===== config.mk =====
export PLATFORM = sky130hd
export DESIGN_NAME = uart_rx
export DESIGN_NICKNAME = d
export VERILOG_FILES = /design/src/rtl/uart_rx.sv
export SDC_FILE = /design/constraint.sdc
export NUM_CORES = 1
export LEC_CHECK = 0
export BUFFER_PORTS_ARGS = -buffer_cell sky130_fd_sc_hd__buf_4
export CELL_PAD_IN_SITES_DETAIL_PLACEMENT = 0
export CELL_PAD_IN_SITES_GLOBAL_PLACEMENT = 2
export CORE_UTILIZATION = 26
export CTS_CLUSTER_SIZE = 24
export DETAILED_ROUTE_END_ITERATION = 6
export PLACE_DENSITY_LB_ADDON = 0.1
export SLEW_MARGIN = 25
export SYNTH_ARGS = -nofsm -noshare
export SYNTH_HDL_FRONTEND = slang
export SYNTH_SLANG_ARGS = --single-unit
export TNS_END_PERCENT = 10

===== constraint.sdc =====
create_clock -name clk -period 1.7 [get_ports clk]
set_input_delay 0 -clock clk [delete_from_list [all_inputs] [get_ports clk]]
set_output_delay 0 -clock clk [all_outputs]
set_load 0.005 [all_outputs]

===== src/rtl/uart_rx.sv =====
// UART receiver with 16x oversampling, 2-flop input synchronizer and frame/parity error flags.
// Optional even-parity bit enabled by defining UART_RX_PARITY_EN.
module uart_rx #(
   parameter int unsigned DBIT    = 8,
   parameter int unsigned SB_TICK = 16
) (
   input  logic            clk,
   input  logic            resetn,
   input  logic            b_tick,
   input  logic            rx,
   output logic [DBIT-1:0] d_out,
   output logic            rx_done,
   output logic            frame_err,
   output logic            parity_err
);

   localparam int unsigned   NW    = (DBIT > 1) ? $clog2(DBIT) : 1;
   localparam logic [NW-1:0] NLast = NW'(DBIT - 1);
   localparam logic [3:0]    SLast = 4'(SB_TICK - 1);

   typedef enum logic [2:0] {
      StIdle   = 3'd0,
      StStart  = 3'd1,
      StData   = 3'd2,
`ifdef UART_RX_PARITY_EN
      StParity = 3'd3,
`endif
      StStop   = 3'd4
   } state_t;

   state_t          r_state;
   logic            r_rx_meta;
   logic            r_rx_s;
   logic            r_armed;
   logic [3:0]      r_s;
   logic [NW-1:0]   r_n;
   logic [DBIT-1:0] r_shift;
   logic [DBIT-1:0] r_d_out;
   logic            r_rx_done;
   logic            r_frame_err;

   logic w_s_mid;
   logic w_s_end;

   assign w_s_mid = (r_s == 4'd7);
   assign w_s_end = (r_s == 4'd15);

`ifdef UART_RX_PARITY_EN
   logic r_par_bit;
   logic r_parity_err;
   assign parity_err = r_parity_err;
`else
   assign parity_err = 1'b0;
`endif

   assign d_out     = r_d_out;
   assign rx_done   = r_rx_done;
   assign frame_err = r_frame_err;

   always_ff @(posedge clk or negedge resetn) begin
      if (!resetn) begin
         r_rx_meta    <= 1'b1;
         r_rx_s       <= 1'b1;
         r_state      <= StIdle;
         r_armed      <= 1'b1;
         r_s          <= '0;
         r_n          <= '0;
         r_shift      <= '0;
         r_d_out      <= '0;
         r_rx_done    <= 1'b0;
         r_frame_err  <= 1'b0;
`ifdef UART_RX_PARITY_EN
         r_par_bit    <= 1'b0;
         r_parity_err <= 1'b0;
`endif
      end else begin
         r_rx_meta <= rx;
         r_rx_s    <= r_rx_meta;
         r_rx_done <= 1'b0;
         unique case (r_state)
            StIdle: begin
               // After a framing error, wait for the line to go high before re-arming.
               if (!r_armed) begin
                  if (r_rx_s) r_armed <= 1'b1;
               end else if (!r_rx_s) begin
                  r_state <= StStart;
                  r_s     <= '0;
               end
            end
            StStart: begin
               if (b_tick) begin
                  if (w_s_mid) begin
                     r_s <= '0;
                     r_n <= '0;
                     r_state <= r_rx_s ? StIdle : StData;
                  end else begin
                     r_s <= r_s + 4'd1;
                  end
               end
            end
            StData: begin
               if (b_tick) begin
                  if (w_s_end) begin
                     r_s     <= '0;
                     r_shift <= {r_rx_s, r_shift[DBIT-1:1]};
                     if (r_n == NLast) begin
`ifdef UART_RX_PARITY_EN
                        r_state <= StParity;
`else
                        r_state <= StStop;
`endif
                     end else begin
                        r_n <= r_n + 1'b1;
                     end
                  end else begin
                     r_s <= r_s + 4'd1;
                  end
               end
            end
`ifdef UART_RX_PARITY_EN
            StParity: begin
               if (b_tick) begin
                  if (w_s_end) begin
                     r_par_bit <= r_rx_s;
                     r_s       <= '0;
                     r_state   <= StStop;
                  end else begin
                     r_s <= r_s + 4'd1;
                  end
               end
            end
`endif
            StStop: begin
               if (b_tick) begin
                  if (r_s == SLast) begin
                     r_s          <= '0;
                     r_state      <= StIdle;
                     r_rx_done    <= 1'b1;
                     r_d_out      <= r_shift;
                     r_frame_err  <= ~r_rx_s;
                     r_armed      <= r_rx_s;
`ifdef UART_RX_PARITY_EN
                     r_parity_err <= ^{r_shift, r_par_bit};
`endif
                  end else begin
                     r_s <= r_s + 4'd1;
                  end
               end
            end
            default: r_state <= StIdle;
         endcase
      end
   end

endmodule


==> results.md, run 1 <==
- Max Used Layer: met4
- Post-synthesis sequential area ratio: 49.6%
- Total CTS buffers: 5
- Commonest non-fill, non-tap cell in the layout: buf_4
- Routed wl met2: 1400 µm
- DRC errors left: 0
- Initial DRC count: 37
- Drt pass-1 iters: 4
- Layout cells sized above 1: 46.2%
- Post-DRT Antenna Nets: 0
- Clock buffer depth: 2
- N_diodes: 0
- Post-Route WL: 3050 µm
- Critical Path End Type: flop
- Gr ovfl total: 0
- Full die area: 6360 µm²
- Initial Util: 27.7%
- DR vias/cell: 4.57
- Worst setup path category: reg2reg
- H-tree Lvls: 2
- Nets: 164
- Syn nets: 126
- RSZ-0062 raised after global routing: yes
- Most frequent cells in the layout: buf_4, dfrtp_1, mux2_1
- FF-to-FF Start: r_armed$_DFFE_PN1P_
- Die height: 79.7 µm
- Worst Hold Class: in2async
- Worst path bufs/invs: 0
- Final Worst Setup Slack: -11.1 ps
- Vias in the first global route: 1,084
- Post-route cell area: 2090 µm²
- Clk Latency, worst-skew pair: 280 ps
- Ys flop type: dfrtp_1
- Via Count: 1,052
- Nature of the critical path startpoint: flop
- Worst Path Max Fanout: 4
- Filler Cell Count: 568
- Switching power total: 952 µW
- Top Ports: 15
- Mapped Area: 1570 µm²
- Reg2Reg Setup Slack: -10 ps
- Fmax: 584 MHz
- Internal: 1.94 mW
- Area contributors post-synth: dfrtp_1, mux2_1, dfstp_2, a221oi_4, ha_1
- Setup-failing EPs final: 2
- Final min period: 1710 ps
- Critical Path Max Stage Delay: 550 ps
- Worst reg2reg path endpoint: r_state[0]$_DFFE_PN0P_
- Site Rows: 27
- Layout Area Growth over Synthesis: 33.0%
- Number of synthesized flops with an enable pin: 0
- Synth area leader: dfrtp_1
- Clk Tree Root Cell: clkbuf_8
- Reg clk slew, reported paths: 70 ps
- Reg2reg path depth: 4
- Pwr dens: 1380 nW/µm²
- Final Cycle Share: 101%
- Synth top area share: 44.6%
- Clock sink total: 31
- Placed wire-length estimate: 2210 µm
- Area used by multi-input combinational logic: 806 µm²
- Core area: 5680 µm²
- Pre-CTS setup slack: -125 ps
- Maximum vdd drop: 0.462 mV
- Tot GR Track Use: 11.0%
- Leakage: 1.02 nW
- Max-cap violation count: 0
- Crit-path leading delay family: flip-flops
- Arrival time at the worst endpoint: 1870 ps
- Combinational group share of total power: 41.2%
- Largest net degree at the start of global routing: 32
- Clock Power Share: 25.8%
- Syn Area/Cell: 13.2 µm²
- Fin Clk Skew: 12.5 ps
- Crit-path slowest cell: dfstp_2
- Synthesized flop and latch total: 31
- Hold Violations, Final: 0
- Post-DP Area: 1870 µm²
- Sequential cell area: 782 µm²
- Routed len/inst: 13.3 µm
- CTS tree: done
- Die Span X: 79.7 µm
- CP cell instances: nor3b_2, a21oi_2, a2111oi_4, mux2_4
- Met3 WL: 105 µm
- Count of cell types in the netlist: 41
- Status: finished with violations
- Wl on met1: 1480 µm
- Warnings from Yosys: 0
- Initial antenna violation count: 0
- Final-report max-slew violation count: 0
- I/O Buffers: 13
- Seq pwr share: 32.9%
- Failing checks: negative setup slack
- Cell count after synthesis: 119
- First-pass GRT wire length: 5200 µm
- Async S/R FF share, synth: 100%
- Final GP Congestion: 0.800
- Hold slack: 188 ps
- Critical Path RT: 1860 ps
- Sw Ratio: 32.9%
-- synthesized netlist by cell type (3+ instances only) --
cell / number
a21oi_1: 5
ha_1: 3
dfrtp_1: 28
nand3_1: 4
o211ai_1: 3
mux2_1: 21
nor2_1: 5
dfstp_2: 3
-- how the worst max path moves through the flow --
stage	from	end	slack [ps]	cells after the start
floorplan	r_s[0]$_DFFE_PN0P_	r_state[0]$_DFFE_PN0P_	5	5
global placement	r_state[0]$_DFFE_PN0P_	r_state[1]$_DFFE_PN0P_	-90	4
detailed placement	r_state[0]$_DFFE_PN0P_	r_state[0]$_DFFE_PN0P_	-130	4
CTS	r_armed$_DFFE_PN1P_	r_state[1]$_DFFE_PN0P_	-10	4
global route	r_armed$_DFFE_PN1P_	r_state[0]$_DFFE_PN0P_	-90	4
finish	r_armed$_DFFE_PN1P_	r_state[0]$_DFFE_PN0P_	-10	4
-- sequential cells by signal, summed over array words and instances, names as in the netlist --
| register | cells |
|---|---|
| r_shift | 8 |
| r_n | 3 |
| r_rx_meta | 1 |
| r_rx_s | 1 |
| d_out | 8 |
| rx_done | 1 |
| r_s | 4 |
| r_state | 3 |
| frame_err | 1 |
| r_armed | 1 |
-- area by class of cell --
cell class | instances | area share (%)
Clock buffer | 6 | 3.95
Multi-Input combinational cell | 81 | 38.5
Sequential cell | 31 | 37.4
Tap cell | 72 | 4.31
Timing Repair Buffer | 36 | 13.8
Clock inverter | 2 | 1.68
Inverter | 2 | 0.359
-- kinds of logic after synthesis --
group	share of synthesized area, %
buffers and inverters	2.95
other	0.239
XOR/XNOR	1.11
AND/OR/NAND/NOR	14.5
multiplexers	15.7
AO/OA/AOI/OAI	13.5
flip-flops	49.6
adder cells (fa/ha/maj)	2.39
-- power by group through the flow --
stage | Sequential (mW) | Clock [mW] | Combinational, mW
global placement | 0.963 | 0 | 1.08
CTS | 0.951 | 0.783 | 1.17
finish | 0.952 | 0.747 | 1.19
global route | 0.967 | 0.811 | 1.29
detailed placement | 0.960 | 0 | 1.08
floorplan | 0.919 | 0 | 0.754
-- what timing repair did --
action / 4_1_cts / 5_1_grt
hold endpoints to repair: 32 / 0
endpoints found under the setup margin: 7 / 9
resized for setup: 11 / 4
buffers inserted: 2 / 1
hold buffers: 2 / 0
pin swaps: 5 / 3
-- metal layers --
| metal | up-vias | global-route usage, % |
|---|---|---|
| met5 | - | 0 |
| met4 | 0 | 5.89 |
| met3 | 7 | 3.43 |
| met2 | 18 | 17.3 |
| met1 | 514 | 13.5 |
| li1 | 513 | - |
-- worst register-to-register path: cells and delay by family, from the launching register on --
kind	cells	cell delay, ps
flops	1	550
compound gates	2	520
mux	1	340
simple gates	1	180
-- per-stage QoR --
stage	power [mW]	util [%]	TNS, ps	std cells
6_report	2.89	36.8	-11.3	230
2_1_floorplan	1.67	-	0	119
4_1_cts	2.91	36.4	-9.69	229
5_1_grt	3.07	36.8	-372	230
3_3_place_gp	2.04	33.0	-278	217
3_5_place_dp	2.04	33.0	-440	217
No activity file was read; power rests on OpenSTA's default activity.
==> inputs of run 2 (changes only) <==
Clock period 1.7 ns to 1.61 ns, I/O delays scaled along.
==> results.md, run 2 (synthesized netlist as in run 1, its figures left out) <==
- Status: finished with violations
- Failing checks: negative setup slack
- Dpl cells: 225 (+3.7%)
- Crit-path slowest cell: or3b_4
- Clk Latency, worst-skew pair: 280 ps (about the same)
- Arrival time at the worst endpoint: 1860 ps (about the same)
- Critical Path Max Stage Delay: 450 ps (-100 ps)
- Pwr dens: 1410 nW/µm² (+2.1%)
- Worst setup path category: reg2reg
- Initial Util: 27.7% (unchanged)
- Setup-failing EPs final: 15 (+13)
- First-pass GRT wire length: 5680 µm (+9.3%)
- Placed wire-length estimate: 2320 µm (+5.0%)
- Final GP Congestion: 0.795 (-0.63%)
- Leakage: 1.06 nW (+4.5%)
- Initial antenna violation count: 0 (unchanged)
- Grt met2 use: 17.8% (+0.51 points)
- DR vias/cell: 4.51 (-1.5%)
- Total CTS buffers: 5 (unchanged)
- Hold Violations, Final: 0 (unchanged)
- Initial DRC count: 21 (-43%)
- Final min period: 1700 ps (-13.2 ps)
- Critical Path End Type: flop
- Nets: 175 (+6.7%)
- Fin Clk Skew: 11.5 ps (-1.02 ps)
- Routed len/inst: 13.8 µm (+3.9%)
- Post-Route WL: 3320 µm (+8.8%)
- Worst Path Max Fanout: 5 (+1)
- Most frequent cells in the layout: buf_4, dfrtp_1, mux2_1
- Pre-CTS setup slack: -150 ps (-24.3 ps)
- Nature of the critical path startpoint: flop
- CP cell instances: buf_6, or3b_4, nor2b_4, a2111oi_4, mux2_4
- I/O Buffers: 13 (unchanged)
- Hold slack: 186 ps (-2.13 ps)
- Total power draw: 3.10 mW (+7.3%)
- Clk Tree Root Cell: clkbuf_8
- Vias in the first global route: 1,091 (+0.65%)
- Final Cycle Share: 105% (+4.8 points)
- Utilization after layout: 38.7% (+1.9 points)
- Die Span X: 79.7 µm (unchanged)
- Final-report max-slew violation count: 0 (unchanged)
- GRT busiest layer: met2
- Finished Layout Cells: 241 (+4.8%)
- Critical Path RT: 1770 ps (-90 ps)
- Die height: 79.7 µm (unchanged)
- Reg clk slew, reported paths: 80 ps (about the same)
- CTS tree: done
- Clock sink total: 31 (unchanged)
- RSZ-0062 raised after global routing: yes
- Largest net degree at the start of global routing: 32 (unchanged)
- Layout Area Growth over Synthesis: 39.9%
- Full die area: 6360 µm² (unchanged)
- Filler Cell Count: 560 (-1.4%)
- Setup TNS: -783 ps (-772 ps)
- Layout cells sized above 1: 52.7% (+6.5 points)
- Grt met3 use: 3.43% (unchanged)
- Worst Hold Class: in2async
- Clock buffer depth: 2 (unchanged)
- Max-cap violation count: 0 (unchanged)
- Final Worst Setup Slack: -88.0 ps (-76.8 ps)
- H-tree Lvls: 2 (unchanged)
- Fmax: 589 MHz (+0.78%)
- Site Rows: 27 (unchanged)
- Maximum vdd drop: 0.470 mV (+1.9%)
- Core area: 5680 µm² (unchanged)
- Tot GR Track Use: 12.0% (+0.96 points)
- DRC errors left: 0 (unchanged)
- Post-DP Area: 1950 µm² (+4.4%)
- Post-DRT Antenna Nets: 0 (unchanged)
- Commonest non-fill, non-tap cell in the layout: buf_4
- Post-route cell area: 2200 µm² (+5.1%)
- N_diodes: 0 (unchanged)
- Top Ports: 15 (unchanged)
- M1 GR Usage: 16.5% (+3.0 points)
- Drt pass-1 iters: 4 (unchanged)
- Via Count: 1,086 (+3.2%)
- Gr ovfl total: 0 (unchanged)
## run 2: changes by cell type in the layout (fill, tap and decap cells not counted), sizes merged
cell	before	now
clkbuf	6	7
nor2	7	8
clkinv	1	0
buf	34	44
bufinv	1	0
clkinvlp	0	1
## run 2: cell type report
class,instances,area [µm²],area share (%)
multi-input cells,82,845,38.4
flip-flops and latches,31,782,35.6
repair buffers,46,370,16.8
clock buffers,7,96.3,4.38
well taps,72,90.1,4.10
clock inverters,1,7.51,0.341
inverters,2,7.51,0.341
## run 2: per-layer routing
metal	vias up	share of wire [%]
met1	533	50
met4	0	0.45
met3	2	2.9
li1	539	-
met2	12	46
met5	-	0
## run 2: timing repair
item / 4_1_cts / 5_1_grt
gates cloned: 1 / 0
buffers inserted: 0 / 5
resized for setup: 7 / 13
pin swaps: 3 / 5
hold buffers: 2 / 0
hold endpoints to repair: 32 / 0
setup endpoints to repair: 20 / 25
## run 2: where the power goes
part | switching [mW] | internal, mW | leakage (nW) | total, mW
Clock | 0.295 | 0.389 | 0.0505 | 0.683
Combinational | 0.648 | 0.785 | 0.602 | 1.43
Sequential | 0.112 | 0.874 | 0.410 | 0.986
## run 2: worst max-delay path, delay by kind of cell (launching register included)
kind | cells | cell delay (ps)
AND/OR/NAND/NOR | 2 | 630
flip-flops | 1 | 440
multiplexers | 1 | 310
buffers and inverters | 1 | 140
AO/OA/AOI/OAI | 1 | 60
## run 2: final timing paths
| kind | startpoint | to | slack [ps] | cells after the start |
|---|---|---|---|---|
| max in group asynchronous | resetn | r_rx_meta$_DFF_PN1_ | 1090 | 2 |
| hold reg to reg | r_rx_meta$_DFF_PN1_ | r_rx_s$_DFF_PN1_ | 360 | 0 |
| setup / recovery | r_state[0]$_DFFE_PN0P_ | r_state[0]$_DFFE_PN0P_ | -90 | 5 |
| setup reg to reg | r_state[0]$_DFFE_PN0P_ | r_state[0]$_DFFE_PN0P_ | -90 | 5 |
| min in group clk | b_tick | r_armed$_DFFE_PN1P_ | 240 | 6 |
| hold / removal | resetn | r_shift[3]$_DFFE_PN0P_ | 190 | 2 |
==> inputs of run 3 (changes only) <==
Settings changed: PLACE_DENSITY from default to 0.58, PLACE_DENSITY_LB_ADDON 0.1 to default, REMOVE_ABC_BUFFERS from default to 1.
==> results.md, run 3 (synthesized netlist as in run 1, its figures left out) <==
- Status: finished with violations
- Failing checks: negative setup slack
- CP Capture Point: r_state[0]$_DFFE_PN0P_
- N_diodes: 0 (unchanged)
- Core area: 5680 µm² (unchanged)
- Commonest non-fill, non-tap cell in the layout: buf_4
- Hold Violations, Final: 0 (unchanged)
- Worst Path Max Fanout: 3 (-2)
- Layout Area Growth over Synthesis: 33.4%
- Crit path launch: r_s[0]$_DFFE_PN0P_
- CP cell instances: ha_2, and2_4, a221oi_4, buf_6, a2111oi_4, mux2_4
- Combinational group share of total power: 46.1% (about the same)
- Nature of the critical path startpoint: flop
- Filler Cell Count: 573 (+2.3%)
- First-pass GRT wire length: 5640 µm (-0.72%)
- Post-DRT Antenna Nets: 0 (unchanged)
- DR vias/cell: 4.54 (+0.66%)
- Switching power total: 1.04 mW (-1.6%)
- Layout cells sized above 1: 45.5% (-7.2 points)
- H-tree Lvls: 2 (unchanged)
- Pre-CTS setup slack: -195 ps (-45.0 ps)
- Internal: 1.92 mW (-6.2%)
- Critical Path End Type: flop
- Final Cycle Share: 108% (+3.0 points)
- Site Rows: 27 (unchanged)
- Full die area: 6360 µm² (unchanged)
- Maximum vdd drop: 0.419 mV (-11%)
- Arrival time at the worst endpoint: 1910 ps (+50 ps)
- Setup-failing EPs final: 18 (+3)
- Crit-path slowest cell: a2111oi_4
- Setup TNS: -812 ps (-28.8 ps)
- Final min period: 1750 ps (+48.5 ps)
- Initial antenna violation count: 0 (unchanged)
- Clock buffer depth: 2 (unchanged)
- Via Count: 1,075 (-1.0%)
- Fmax: 573 MHz (-2.8%)
- Vias in the first global route: 1,171 (+7.3%)
- Dpl cells: 224 (-0.44%)
- Die height: 79.7 µm (unchanged)
- Placed wire-length estimate: 2330 µm (+0.33%)
- Total CTS buffers: 5 (unchanged)
- Initial DRC count: 43 (+100%)
- Finished Layout Cells: 237 (-1.7%)
- Leakage: 1.04 nW (-2.3%)
- Sw Ratio: 35.1% (+1.1 points)
- Worst reg2reg path endpoint: r_state[0]$_DFFE_PN0P_
- Die Span X: 79.7 µm (unchanged)
- Clock sink total: 31 (unchanged)
- Hold slack: 195 ps (+9.77 ps)
- Critical Path RT: 1770 ps (about the same)
- Largest net degree at the start of global routing: 32 (unchanged)
- Reg2reg path depth: 6 (+1)
- Fin Clk Skew: 6.97 ps (-4.53 ps)
- RSZ-0062 raised after global routing: yes
- Initial Util: 27.7% (unchanged)
- Most frequent cells in the layout: buf_4, dfrtp_1, mux2_1
- Reg clk slew, reported paths: 70 ps (about the same)
- Worst Hold Class: in2async
- Critical Path Max Stage Delay: 380 ps (-70 ps)
- Clk Latency, worst-skew pair: 280 ps (about the same)
- Clock Power Share: 20.6% (-1.4 points)
- Max-cap violation count: 0 (unchanged)
- Top Ports: 15 (unchanged)
- Clk Tree Root Cell: clkbuf_8
- Final-report max-slew violation count: 0 (unchanged)
- Reg2Reg Setup Slack: -140 ps (-50 ps)
- I/O Buffers: 13 (unchanged)
- DRC errors left: 0 (unchanged)
- Post-Route WL: 3170 µm (-4.6%)
- Pwr dens: 1410 nW/µm² (about the same)
- Total power draw: 2.96 mW (-4.6%)
- Final Worst Setup Slack: -137 ps (-48.5 ps)
- FF-to-FF Start: r_s[0]$_DFFE_PN0P_
- Final GP Congestion: 0.764 (-3.9%)
- Drt pass-1 iters: 4 (unchanged)
- Tot GR Track Use: 11.9% (-0.061 points)
- Nets: 171 (-2.3%)
- Routed len/inst: 13.4 µm (-3.0%)
- CTS tree: done
- Seq pwr share: 33.4% (+1.6 points)
- Worst setup path category: reg2reg
- Gr ovfl total: 0 (unchanged)
run 3: metal layers:
metal	share of wire (%)	routed length, µm	track usage [%]	vias to the layer above
met3	2.1	67	3.09	4
met1	47	1500	14.4	537
li1	-	-	-	522
met2	49	1540	19.4	12
met4	1.9	59	6.43	0
met5	0	0	0	-
run 3: how the worst min path moves through the flow:
| stage | start | to | slack (ps) | depth (start not counted) |
|---|---|---|---|---|
| 6_report | resetn | d_out[3]$_DFFE_PN0P_ | 200 | 2 |
| 2_1_floorplan | resetn | d_out[0]$_DFFE_PN0P_ | -300 | 0 |
| 3_3_place_gp | resetn | d_out[6]$_DFFE_PN0P_ | -50 | 1 |
| 5_1_grt | resetn | d_out[3]$_DFFE_PN0P_ | 220 | 2 |
| 4_1_cts | resetn | d_out[3]$_DFFE_PN0P_ | 200 | 2 |
| 3_5_place_dp | resetn | d_out[6]$_DFFE_PN0P_ | -30 | 1 |
run 3: layout make-up:
| cell class | instances | area [µm²] | area share [%] |
|---|---|---|---|
| clock buffer | 6 | 72.6 | 3.46 |
| clock inverter | 2 | 12.5 | 0.597 |
| inverter | 2 | 7.51 | 0.358 |
| multi-input combinational | 81 | 781 | 37.2 |
| sequential | 31 | 782 | 37.3 |
| tap | 72 | 90.1 | 4.30 |
| timing repair buffer | 43 | 352 | 16.8 |
run 3: through the flow:
| step | util (%) | instance area, µm² |
|---|---|---|
| 6_report | 36.9 | 2100 |
| 5_1_grt | 36.9 | 2100 |
| 3_5_place_dp | 33.8 | 1920 |
| 3_3_place_gp | 33.8 | 1920 |
| 2_1_floorplan | - | 1530 |
| 4_1_cts | 36.8 | 2090 |
run 3: worst max-delay path: cells and delay by family (launching register included):
family                   cells  cell delay, ps
AO/OA/AOI/OAI                2             440
adder cells (fa/ha/maj)      1             210
AND/OR/NAND/NOR              1             160
multiplexers                 1             330
buffers and inverters        1             130
flip-flops                   1             360
run 3: repair_timing:
action,CTS,global route
pin swaps,5,3
hold buffers,2,0
gates resized for setup,11,3
buffers inserted,3,0
endpoints found under the hold margin,32,0
setup endpoints to repair,26,27
run 3: power by group through the flow:
stage / sequential [mW] / clock [mW] / combinational (mW)
5_1_grt: 1.00 / 0.673 / 1.49
4_1_cts: 0.984 / 0.639 / 1.35
6_report: 0.988 / 0.609 / 1.36
3_3_place_gp: 0.983 / 0 / 1.20
3_5_place_dp: 0.986 / 0 / 1.22
2_1_floorplan: 1.04 / 0 / 0.676
